[src/rtl/int_pkg.sv]
// Shared types and constants for the nested interrupt controller.
// Stack depth depends on INT_NEST_EN: 3 when it is defined, 1 otherwise.
package int_pkg;

  typedef enum logic [1:0] {
    IDLE   = 2'd0,
    ISSUE  = 2'd1,
    SETTLE = 2'd2
  } int_state_e;

  localparam int LVL_W = 2;

  typedef struct packed {
    logic [31:0]      epc;
    logic [LVL_W-1:0] level;
  } stk_entry_t;

  localparam logic [31:0] ISR1_ADDR_DEF = 32'h0000_0100;
  localparam logic [31:0] ISR2_ADDR_DEF = 32'h0000_0200;
  localparam logic [31:0] ISR3_ADDR_DEF = 32'h0000_0300;

`ifdef INT_NEST_EN
  localparam int STACK_DEPTH = 3;
`else
  localparam int STACK_DEPTH = 1;
`endif

  // Level 1..3 maps to the in-service marker of source 1..3; level 0 is user code.
  function automatic logic [2:0] level_onehot(input logic [LVL_W-1:0] lvl);
    case (lvl)
      2'd1:    level_onehot = 3'b001;
      2'd2:    level_onehot = 3'b010;
      2'd3:    level_onehot = 3'b100;
      default: level_onehot = 3'b000;
    endcase
  endfunction

endpackage

[src/rtl/int_level_stack.sv]
// EPC/level stack for the interrupt controller. Depth comes from the package
// (INT_NEST_EN selects 3, otherwise 1). Push on full / pop on empty are ignored;
// the controller never requests either since levels strictly increase.
module int_level_stack
  import int_pkg::*;
(
  input  logic       clk,
  input  logic       rst,
  input  logic       push,
  input  logic       pop,
  input  stk_entry_t push_data,
  output stk_entry_t top,
  output logic       empty
);

  stk_entry_t mem_q [STACK_DEPTH];
  stk_entry_t mem_d [STACK_DEPTH];
  logic [1:0] cnt_q, cnt_d;

  // Next entry contents and fill count.
  always_comb begin
    cnt_d = cnt_q;
    for (int i = 0; i < STACK_DEPTH; i++) mem_d[i] = mem_q[i];
    if (push && (cnt_q < 2'(STACK_DEPTH))) begin
      for (int i = 0; i < STACK_DEPTH; i++) begin
        if (cnt_q == 2'(i)) mem_d[i] = push_data;
      end
      cnt_d = cnt_q + 2'd1;
    end else if (pop && (cnt_q != 2'd0)) begin
      cnt_d = cnt_q - 2'd1;
    end
  end

  // Top-of-stack view: the most recently pushed entry.
  always_comb begin
    top = '0;
    for (int i = 0; i < STACK_DEPTH; i++) begin
      if (cnt_q == 2'(i + 1)) top = mem_q[i];
    end
  end

  assign empty = (cnt_q == 2'd0);

  // Stack storage and count registers.
  always_ff @(posedge clk or posedge rst) begin
    if (rst) begin
      cnt_q <= 2'd0;
      for (int i = 0; i < STACK_DEPTH; i++) mem_q[i] <= '0;
    end else begin
      cnt_q <= cnt_d;
      for (int i = 0; i < STACK_DEPTH; i++) mem_q[i] <= mem_d[i];
    end
  end

endmodule

[src/rtl/nested_int_ctrl.sv]
// Priority-based nestable interrupt controller for the 5-stage pipeline.
// INT_NEST_EN defined: higher-priority sources preempt a running ISR.
// INT_NEST_EN undefined: a source is accepted only from user code (level 0).
// Handshake: resume_valid qualifies resume_pc; an interrupt is taken only in a
// cycle where resume_valid=1, and a waiting candidate is never dropped while it is 0.
module nested_int_ctrl
  import int_pkg::*;
#(
  parameter logic [31:0] ISR1_ADDR  = ISR1_ADDR_DEF,
  parameter logic [31:0] ISR2_ADDR  = ISR2_ADDR_DEF,
  parameter logic [31:0] ISR3_ADDR  = ISR3_ADDR_DEF,
  parameter int          SETTLE_CYC = 3
) (
  input  logic        clk,
  input  logic        RST,
  input  logic [2:0]  break_i,
  input  logic [31:0] resume_pc,
  input  logic        resume_valid,
  input  logic        eret,
  output logic        int_req,
  output logic [31:0] isr_entry,
  output logic        ret_valid,
  output logic [31:0] epc_o,
  output logic [2:0]  iw,
  output logic [2:0]  ir_sig,
  output logic        busy
);

  int_state_e  state_q, state_d;
  logic [2:0]  cnt_q, cnt_d;
  logic [2:0]  brk_q, iw_q, iw_d, ir_q, ir_d;
  logic [1:0]  cur_level_q, cur_level_d;
  logic        int_req_q, int_req_d, ret_valid_q, ret_valid_d;
  logic        eret_pend_q, eret_pend_d;
  logic [31:0] isr_q, isr_d, epc_q, epc_d;

  logic [2:0]  rise, clr;
  logic        arb_ok, cand_valid, do_eret, push, pop, empty;
  logic [1:0]  cand_lvl;
  stk_entry_t  push_data, top;

  int_level_stack u_stack (
    .clk       (clk),
    .rst       (RST),
    .push      (push),
    .pop       (pop),
    .push_data (push_data),
    .top       (top),
    .empty     (empty)
  );

  assign rise      = break_i & ~brk_q;
  assign push_data = '{epc: resume_pc, level: cur_level_q};

`ifdef INT_NEST_EN
  assign arb_ok = 1'b1;
`else
  assign arb_ok = (cur_level_q == 2'd0);
`endif

  // Candidate: highest pending source whose level exceeds the current level.
  always_comb begin
    cand_valid = 1'b0;
    cand_lvl   = 2'd0;
    if (arb_ok) begin
      if (iw_q[2] && (cur_level_q < 2'd3)) begin
        cand_valid = 1'b1;
        cand_lvl   = 2'd3;
      end else if (iw_q[1] && (cur_level_q < 2'd2)) begin
        cand_valid = 1'b1;
        cand_lvl   = 2'd2;
      end else if (iw_q[0] && (cur_level_q == 2'd0)) begin
        cand_valid = 1'b1;
        cand_lvl   = 2'd1;
      end
    end
  end

  // FSM next state, issue/return bookkeeping and pending-flag update.
  always_comb begin
    state_d     = state_q;
    cnt_d       = cnt_q;
    cur_level_d = cur_level_q;
    ir_d        = ir_q;
    isr_d       = isr_q;
    epc_d       = epc_q;
    eret_pend_d = eret_pend_q;
    int_req_d   = 1'b0;
    ret_valid_d = 1'b0;
    clr         = 3'b000;
    do_eret     = 1'b0;
    push        = 1'b0;
    pop         = 1'b0;

    case (state_q)
      IDLE: begin
        if (eret) begin
          do_eret = 1'b1;
        end else if (cand_valid && resume_valid) begin
          push        = 1'b1;
          state_d     = ISSUE;
          cur_level_d = cand_lvl;
          clr         = level_onehot(cand_lvl);
          ir_d        = level_onehot(cand_lvl);
          int_req_d   = 1'b1;
          case (cand_lvl)
            2'd3:    isr_d = ISR3_ADDR;
            2'd2:    isr_d = ISR2_ADDR;
            default: isr_d = ISR1_ADDR;
          endcase
        end
      end
      ISSUE: begin
        state_d = SETTLE;
        cnt_d   = 3'(SETTLE_CYC - 1);
        if (eret) eret_pend_d = 1'b1;
      end
      SETTLE: begin
        do_eret     = eret | eret_pend_q;
        eret_pend_d = 1'b0;
        if (cnt_q == 3'd0) state_d = IDLE;
        else               cnt_d   = cnt_q - 3'd1;
      end
      default: state_d = IDLE;
    endcase

    if (do_eret && !empty) begin
      pop         = 1'b1;
      epc_d       = top.epc;
      ret_valid_d = 1'b1;
      cur_level_d = top.level;
      ir_d        = level_onehot(top.level);
    end

    iw_d = (iw_q & ~clr) | rise;
  end

  // State and output registers.
  always_ff @(posedge clk or posedge RST) begin
    if (RST) begin
      state_q     <= IDLE;
      cnt_q       <= 3'd0;
      brk_q       <= 3'b000;
      iw_q        <= 3'b000;
      ir_q        <= 3'b000;
      cur_level_q <= 2'd0;
      int_req_q   <= 1'b0;
      ret_valid_q <= 1'b0;
      eret_pend_q <= 1'b0;
      isr_q       <= 32'h0;
      epc_q       <= 32'h0;
    end else begin
      state_q     <= state_d;
      cnt_q       <= cnt_d;
      brk_q       <= break_i;
      iw_q        <= iw_d;
      ir_q        <= ir_d;
      cur_level_q <= cur_level_d;
      int_req_q   <= int_req_d;
      ret_valid_q <= ret_valid_d;
      eret_pend_q <= eret_pend_d;
      isr_q       <= isr_d;
      epc_q       <= epc_d;
    end
  end

  assign int_req   = int_req_q;
  assign isr_entry = isr_q;
  assign ret_valid = ret_valid_q;
  assign epc_o     = epc_q;
  assign iw        = iw_q;
  assign ir_sig    = ir_q;
  assign busy      = (state_q != IDLE);

endmodule

[config.mk]
export PLATFORM = sky130hd
export DESIGN_NAME = nested_int_ctrl
export DESIGN_NICKNAME = d
export VERILOG_FILES = /design/src/rtl/int_pkg.sv /design/src/rtl/int_level_stack.sv /design/src/rtl/nested_int_ctrl.sv
export SDC_FILE = /design/constraint.sdc
export NUM_CORES = 1
export LEC_CHECK = 0
export CAP_MARGIN = 5
export CORE_MARGIN = 2
export CORE_UTILIZATION = 54
export CTS_BUF_LIST = sky130_fd_sc_hd__clkbuf_8
export DETAILED_ROUTE_END_ITERATION = 10
export GPL_ROUTABILITY_DRIVEN = 0
export PLACE_DENSITY = 0.88
export REMOVE_ABC_BUFFERS = 1
export SKIP_LAST_GASP = 1
export SYNTH_ARGS = -nofsm -noshare
export SYNTH_HDL_FRONTEND = slang
export SYNTH_HIERARCHICAL = 1
export SYNTH_SLANG_ARGS = --single-unit
[constraint.sdc]
create_clock -name clk -period 6.9 [get_ports clk]
set_clock_uncertainty 0.15 [all_clocks]
set_input_delay 1.725 -clock clk [delete_from_list [all_inputs] [get_ports clk]]
set_output_delay 1.725 -clock clk [all_outputs]
set_load 0.005 [all_outputs]
==> results.json, run 1 <==
{
  "syn_area_mm2": 0.00415,
  "h-tree-depth": 3,
  "cts_repair_resize_count": 0,
  "grt_max_degree": 54,
  "synth-main-ff-cell": "dfrtp_1",
  "powerDensity_mw_per_mm2": 320,
  "drv_cap": 0,
  "pre_cts_slack_ns": 2.29,
  "ys_warn_count": 6,
  "synthTopCellsByCount": "dfrtp_1 (89), mux2_2 (37), and2_1 (34)",
  "min_path_cells": 1,
  "ioPinCount": 112,
  "hp-start": "brk_q[1]",
  "n_antenna_cell": 0,
  "top_layer_used": "met4",
  "crit_fanout": 34,
  "synth_edf_count": 0,
  "fp.coreArea_mm2": 0.00733,
  "pwr-share-seq_pct": 46.3,
  "num_vias": 2500,
  "end_kind": "register",
  "cts-buffers-inserted": 9,
  "fin_ws_ns": 2.64,
  "cts_sinks": 89,
  "drt_iter0_drc": 86,
  "worstMarginPinSlew_ns": 1.04,
  "row_count": 31,
  "fp.dieW_um": 91.6,
  "ys_seq_elements": 89,
  "insertion_delay_ns": 0.35,
  "synth_cell_type_count": 42,
  "clkPwrFrac_pct": 20.4,
  "grt_usage_pct": 19.1,
  "wirelength_mm": 7.53,
  "worstPathArrival_ns": 4.34,
  "status": "complete, no violations",
  "root_buffer": "clkbuf_8",
  "yosysSeqAreaShare_pct": 53.7,
  "worst_path_max_delay_cell": "or4b_4",
  "critPathTopFamily": "simple AND/OR/NAND/NOR gates",
  "cts.clk_slew.worst_paths_ns": 0.08,
  "first_pass_iters": 4,
  "clock.fmax_mhz": 235,
  "final_nets": 436,
  "avgRoutedWirePerCell_um": 15.2,
  "setup_viol": 0,
  "ys_async_sr_fraction_pct": 100,
  "critPathMaxStageDelay_ns": 0.52,
  "postCtsSetupRepairBufs": 0,
  "met3WireLength_um": 408,
  "reg2reg_depth": 5,
  "vdd_drop_max_mv": 0.176,
  "start_util_pct": 56.5,
  "relSlewSlack_pct": 30.9,
  "grt_pass1_vias": 2559,
  "cts.path.max_buffers": 2,
  "reg2reg_slack_ns": 4.00,
  "die_h_um": 91.6,
  "via_per_inst": 5.04,
  "p_switching_mw": 0.492,
  "dp_hpwl_mm": 5.03,
  "p_leak_nw": 2.52,
  "finalCritPeriodShare_pct": 61.7,
  "netlist_instances": 311,
  "comb_power_share_pct": 33.3,
  "postCtsHoldBufs": 0,
  "areaGrowthSynthToFinish_pct": 22.2,
  "met2_length_mm": 3.76,
  "wl_met1_mm": 3.28,
  "rsz0062_at_grt": "false",
  "cp_num_buf_inv": 2,
  "crit_chain": "clkdlybuf4s50_1 > or4b_4 > or3_4 > inv_1 > nand3_4 > mux2_4",
  "reg2reg_from": "cur_level_q[0]",
  "die-area_mm2": 0.00839,
  "path_class": "primary input to register",
  "placed_cell_area_mm2": 0.00488,
  "yosysMostFrequentCell": "dfrtp_1",
  "grt_pass1_wl_mm": 12.5,
  "p_int_mw": 1.13,
  "maxSlewViolCount": 0,
  "start_kind": "primary input",
  "r2r-end": "u_stack/mem_q[17]",
  "syn_avg_cell_area_um2": 13.3,
  "fin_crit_ns": 4.26,
  "drc": 0,
  "antenna_found_initial": 0,
  "overflow": 0,
  "detail-route-antenna-nets": 0,
  "fin_tns_setup_ns": 0,
  "whs_endpoint": "iw[1]",
  "p_sw_share_pct": 30.3,
  "cp.depth": 6,
  "cts_tree": "done",
  "yosysTopAreaCellShare_pct": 53.7,
  "yosysTopAreaCell": "dfrtp_1",
  "final_cell_area_mm2": 0.00507,
  "portBuffers": 81,
  "synth.area.top_cells": "dfrtp_1 (54%), mux2_4 (11%), mux2_2 (10%), buf_4 (5.4%), and2_1 (5.1%)",
  "hold_viol_final": 0,
  "hold_class": "register to register",
  "startpoint": "eret",
  "cp_data_required_time_ns": 6.98,
  "drive_gt1_share_pct": 22.9
}
[area by class of cell]
| cell class | count | area [µm²] |
|---|---|---|
| flip-flops and latches | 89 | 2230 |
| fillers | 533 | 2260 |
| repair buffers | 83 | 826 |
| inverters | 18 | 67.6 |
| clock buffers | 11 | 151 |
| well taps | 99 | 124 |
| multi-input cells | 191 | 1640 |
| clock inverters | 5 | 31.3 |
[flip-flops by register name, summed over array words and instances, names as in the netlist]
name           cells
epc_o             32
ir_sig             3
iw                 3
eret_pend_q        1
u_stack/cnt_q      2
isr_entry          2
ret_valid          1
state_q            2
cnt_q              3
brk_q              3
cur_level_q        2
int_req            1
u_stack/mem_q     34
[per-layer routing]
metal  up-vias  global-route usage [%]
li1       1159                       -
met1      1241                    24.3
met2        91                    31.5
met3         9                    4.85
met4         0                    7.07
met5         -                       0
[per-stage QoR]
| step | util, % | std cells | hold slack (ns) | power [mW] |
|---|---|---|---|---|
| after global routing | 69.1 | 496 | 0.324 | 1.72 |
| after CTS | 69.1 | 496 | 0.303 | 1.64 |
| after floorplan | - | 298 | 0.260 | 1.08 |
| final | 69.1 | 496 | 0.297 | 1.62 |
| after detailed placement | 66.6 | 480 | 0.276 | 1.30 |
| after global placement | 66.6 | 480 | 0.275 | 1.27 |
[logic make-up after synthesis]
logic type / after synthesis / synth area share [%]
xor gates and xnor gates: 1 / 0.211
adders and majority gates: 5 / 1.51
buffers and inverters: 60 / 9.33
and+or+nand+nor: 61 / 9.45
other: 1 / 0.0905
AOI/OAI and AO/OA: 26 / 4.53
DFF: 89 / 53.7
muxes: 68 / 21.2
[power groups by stage]
| stage | clock, mW | sequential, mW | combinational [mW] |
|---|---|---|---|
| after floorplan | 0 | 0.738 | 0.341 |
| after global placement | 0 | 0.752 | 0.523 |
| after detailed placement | 0 | 0.756 | 0.546 |
| after CTS | 0.342 | 0.750 | 0.546 |
| after global routing | 0.362 | 0.770 | 0.588 |
| final | 0.330 | 0.750 | 0.540 |
[placed cells by master (no fill, tap or decap), types with 3 or more instances in the layout]
master	count
clkbuf_8	11
nor4b_1	3
inv_1	16
ha_1	5
conb_1	30
nand3_1	3
mux2_2	37
o21ai_0	3
dfrtp_1	89
a22o_1	3
mux2_4	30
and2_1	34
nand2_1	5
a21oi_1	6
clkinvlp_4	3
clkdlybuf4s50_1	81
[worst max path at each step]
stage,to,slack (ns)
after floorplan,u_stack/mem_q[0],3.03
after global placement,u_stack/mem_q[14],2.34
after detailed placement,u_stack/mem_q[14],2.29
after CTS,u_stack/mem_q[17],2.67
after global routing,u_stack/mem_q[1],2.56
final,u_stack/mem_q[17],2.64
(Power assumes the default switching activity.)
==> run 2: changes to the inputs <==
- CORE_UTILIZATION: 54 -> 50
- PLACE_DENSITY: 0.88 -> 0.82
- clock period: 6.9 -> 4.2 ns (I/O delays scaled with it)
==> results.json, run 2 (synthesized netlist as in run 1, its figures left out) <==
{
  "fin_crit_ns": 3.32,
  "overflow": 0,
  "antenna_found_initial": 0,
  "grt_usage_pct": 18.0,
  "n_antenna_cell": 0,
  "fin_ws_ns": 0.879,
  "layout_common_cells": "dfrtp_1 (89), clkdlybuf4s50_1 (81), mux2_2 (37), and2_1 (34)",
  "cts_sinks": 89,
  "pwr-share-seq_pct": 46.8,
  "rsz0062_at_grt": "false",
  "h-tree-depth": 3,
  "start_kind": "primary input",
  "cts.path.max_buffers": 2,
  "power_mw": 2.63,
  "instances_no_fill": 503,
  "p_int_mw": 1.84,
  "via_per_inst": 5.00,
  "first_pass_iters": 4,
  "dp_hpwl_mm": 5.05,
  "fin_tns_setup_ns": 0,
  "cts_tree": "done",
  "maxSlewViolCount": 0,
  "avgRoutedWirePerCell_um": 14.7,
  "grt_pass1_vias": 2537,
  "layout.cells.most_common": "dfrtp_1",
  "powerDensity_mw_per_mm2": 518,
  "relSlewSlack_pct": 34.7,
  "end_kind": "register",
  "portBuffers": 81,
  "areaGrowthSynthToFinish_pct": 22.3,
  "postCtsHoldBufs": 0,
  "hold_class": "register to register",
  "cts-buffers-inserted": 9,
  "num_vias": 2515,
  "cts_repair_resize_count": 0,
  "p_leak_nw": 2.53,
  "fp.dieW_um": 95.1,
  "wirelength_mm": 7.38,
  "detail-route-antenna-nets": 0,
  "drc": 0,
  "largest_register_ffs": 34,
  "fp.coreArea_mm2": 0.00813,
  "die-area_mm2": 0.00903,
  "p_switching_mw": 0.791,
  "clock.fmax_mhz": 301,
  "p_sw_share_pct": 30.1,
  "drive_gt1_share_pct": 23.1,
  "utilization_pct": 62.3,
  "insertion_delay_ns": 0.34,
  "final_cell_area_mm2": 0.00507,
  "dpl.cell_count": 488,
  "ioPinCount": 112,
  "setup_viol": 0,
  "row_count": 33,
  "placed_cell_area_mm2": 0.00491,
  "start_util_pct": 51.0,
  "vdd_drop_max_mv": 0.285,
  "worstPathArrival_ns": 3.40,
  "pre_cts_slack_ns": 0.534,
  "worstMarginPinSlew_ns": 0.980,
  "comb_power_share_pct": 33.9,
  "whs_ns": 0.286,
  "crit_fanout": 34,
  "grt_pass1_wl_mm": 12.4,
  "reg2reg_slack_ns": 1.52,
  "clkPwrFrac_pct": 19.3,
  "grt_max_degree": 39,
  "finalCritPeriodShare_pct": 79.1,
  "hold_viol_final": 0,
  "drv_cap": 0,
  "cts.clk_slew.worst_paths_ns": 0.08,
  "postCtsSetupRepairBufs": 0,
  "root_buffer": "clkbuf_8",
  "final_nets": 438,
  "cp_data_required_time_ns": 4.28,
  "drt_iter0_drc": 68,
  "status": "complete, no violations",
  "top_register": "u_stack/mem_q",
  "die_h_um": 95.1,
  "path_class": "primary input to register"
}
run 2: cell types whose count changed in the layout (fill, tap and decap cells not counted):
cell / delta
clkinvlp_4: -3
clkinv_2: +3
buf_4: +2
clkbuf_8: -1
run 2: final cells by class:
cell class | count | area (µm²)
well taps | 105 | 131
fillers | 654 | 3070
inverters | 18 | 67.6
flip-flops and latches | 89 | 2230
clock buffers | 10 | 138
multi-input cells | 191 | 1640
clock inverters | 5 | 23.8
repair buffers | 85 | 841
run 2: worst max-delay path, cell delays in order:
cell	delay, ns
clkdlybuf4s50_1	0.47
or4b_4	0.53
or3_4	0.42
inv_1	0.16
nand3_4	0.07
buf_4	0.31
mux2_4	0.37
run 2: routing by layer:
| metal | up-vias | track usage, % | part of all wire, % |
|---|---|---|---|
| met5 | - | 0 | 0 |
| met4 | 0 | 6.16 | 1.6 |
| met3 | 10 | 4.43 | 5.8 |
| met2 | 71 | 28.4 | 47 |
| met1 | 1262 | 24.5 | 45 |
| li1 | 1172 | - | - |
run 2: final timing paths:
| path | startpoint | end | cells after the start |
|---|---|---|---|
| setup / recovery | eret | u_stack/mem_q[12] | 7 |
| hold reg to reg | brk_q[1] | iw[1] | 1 |
| hold / removal | brk_q[1] | iw[1] | 1 |
| max in group asynchronous | RST | epc_o[10] | 3 |
| setup reg to reg | u_stack/cnt_q[0] | epc_o[25] | 7 |
| min in group asynchronous | RST | eret_pend_q | 2 |
run 2: power by group through the flow:
stage	clock network, mW	logic (mW)	registers (mW)
final	0.506	0.891	1.23
after global routing	0.555	0.989	1.26
after CTS	0.519	0.908	1.23
after detailed placement	0	0.905	1.24
after global placement	0	0.869	1.23
after floorplan	0	0.561	1.21
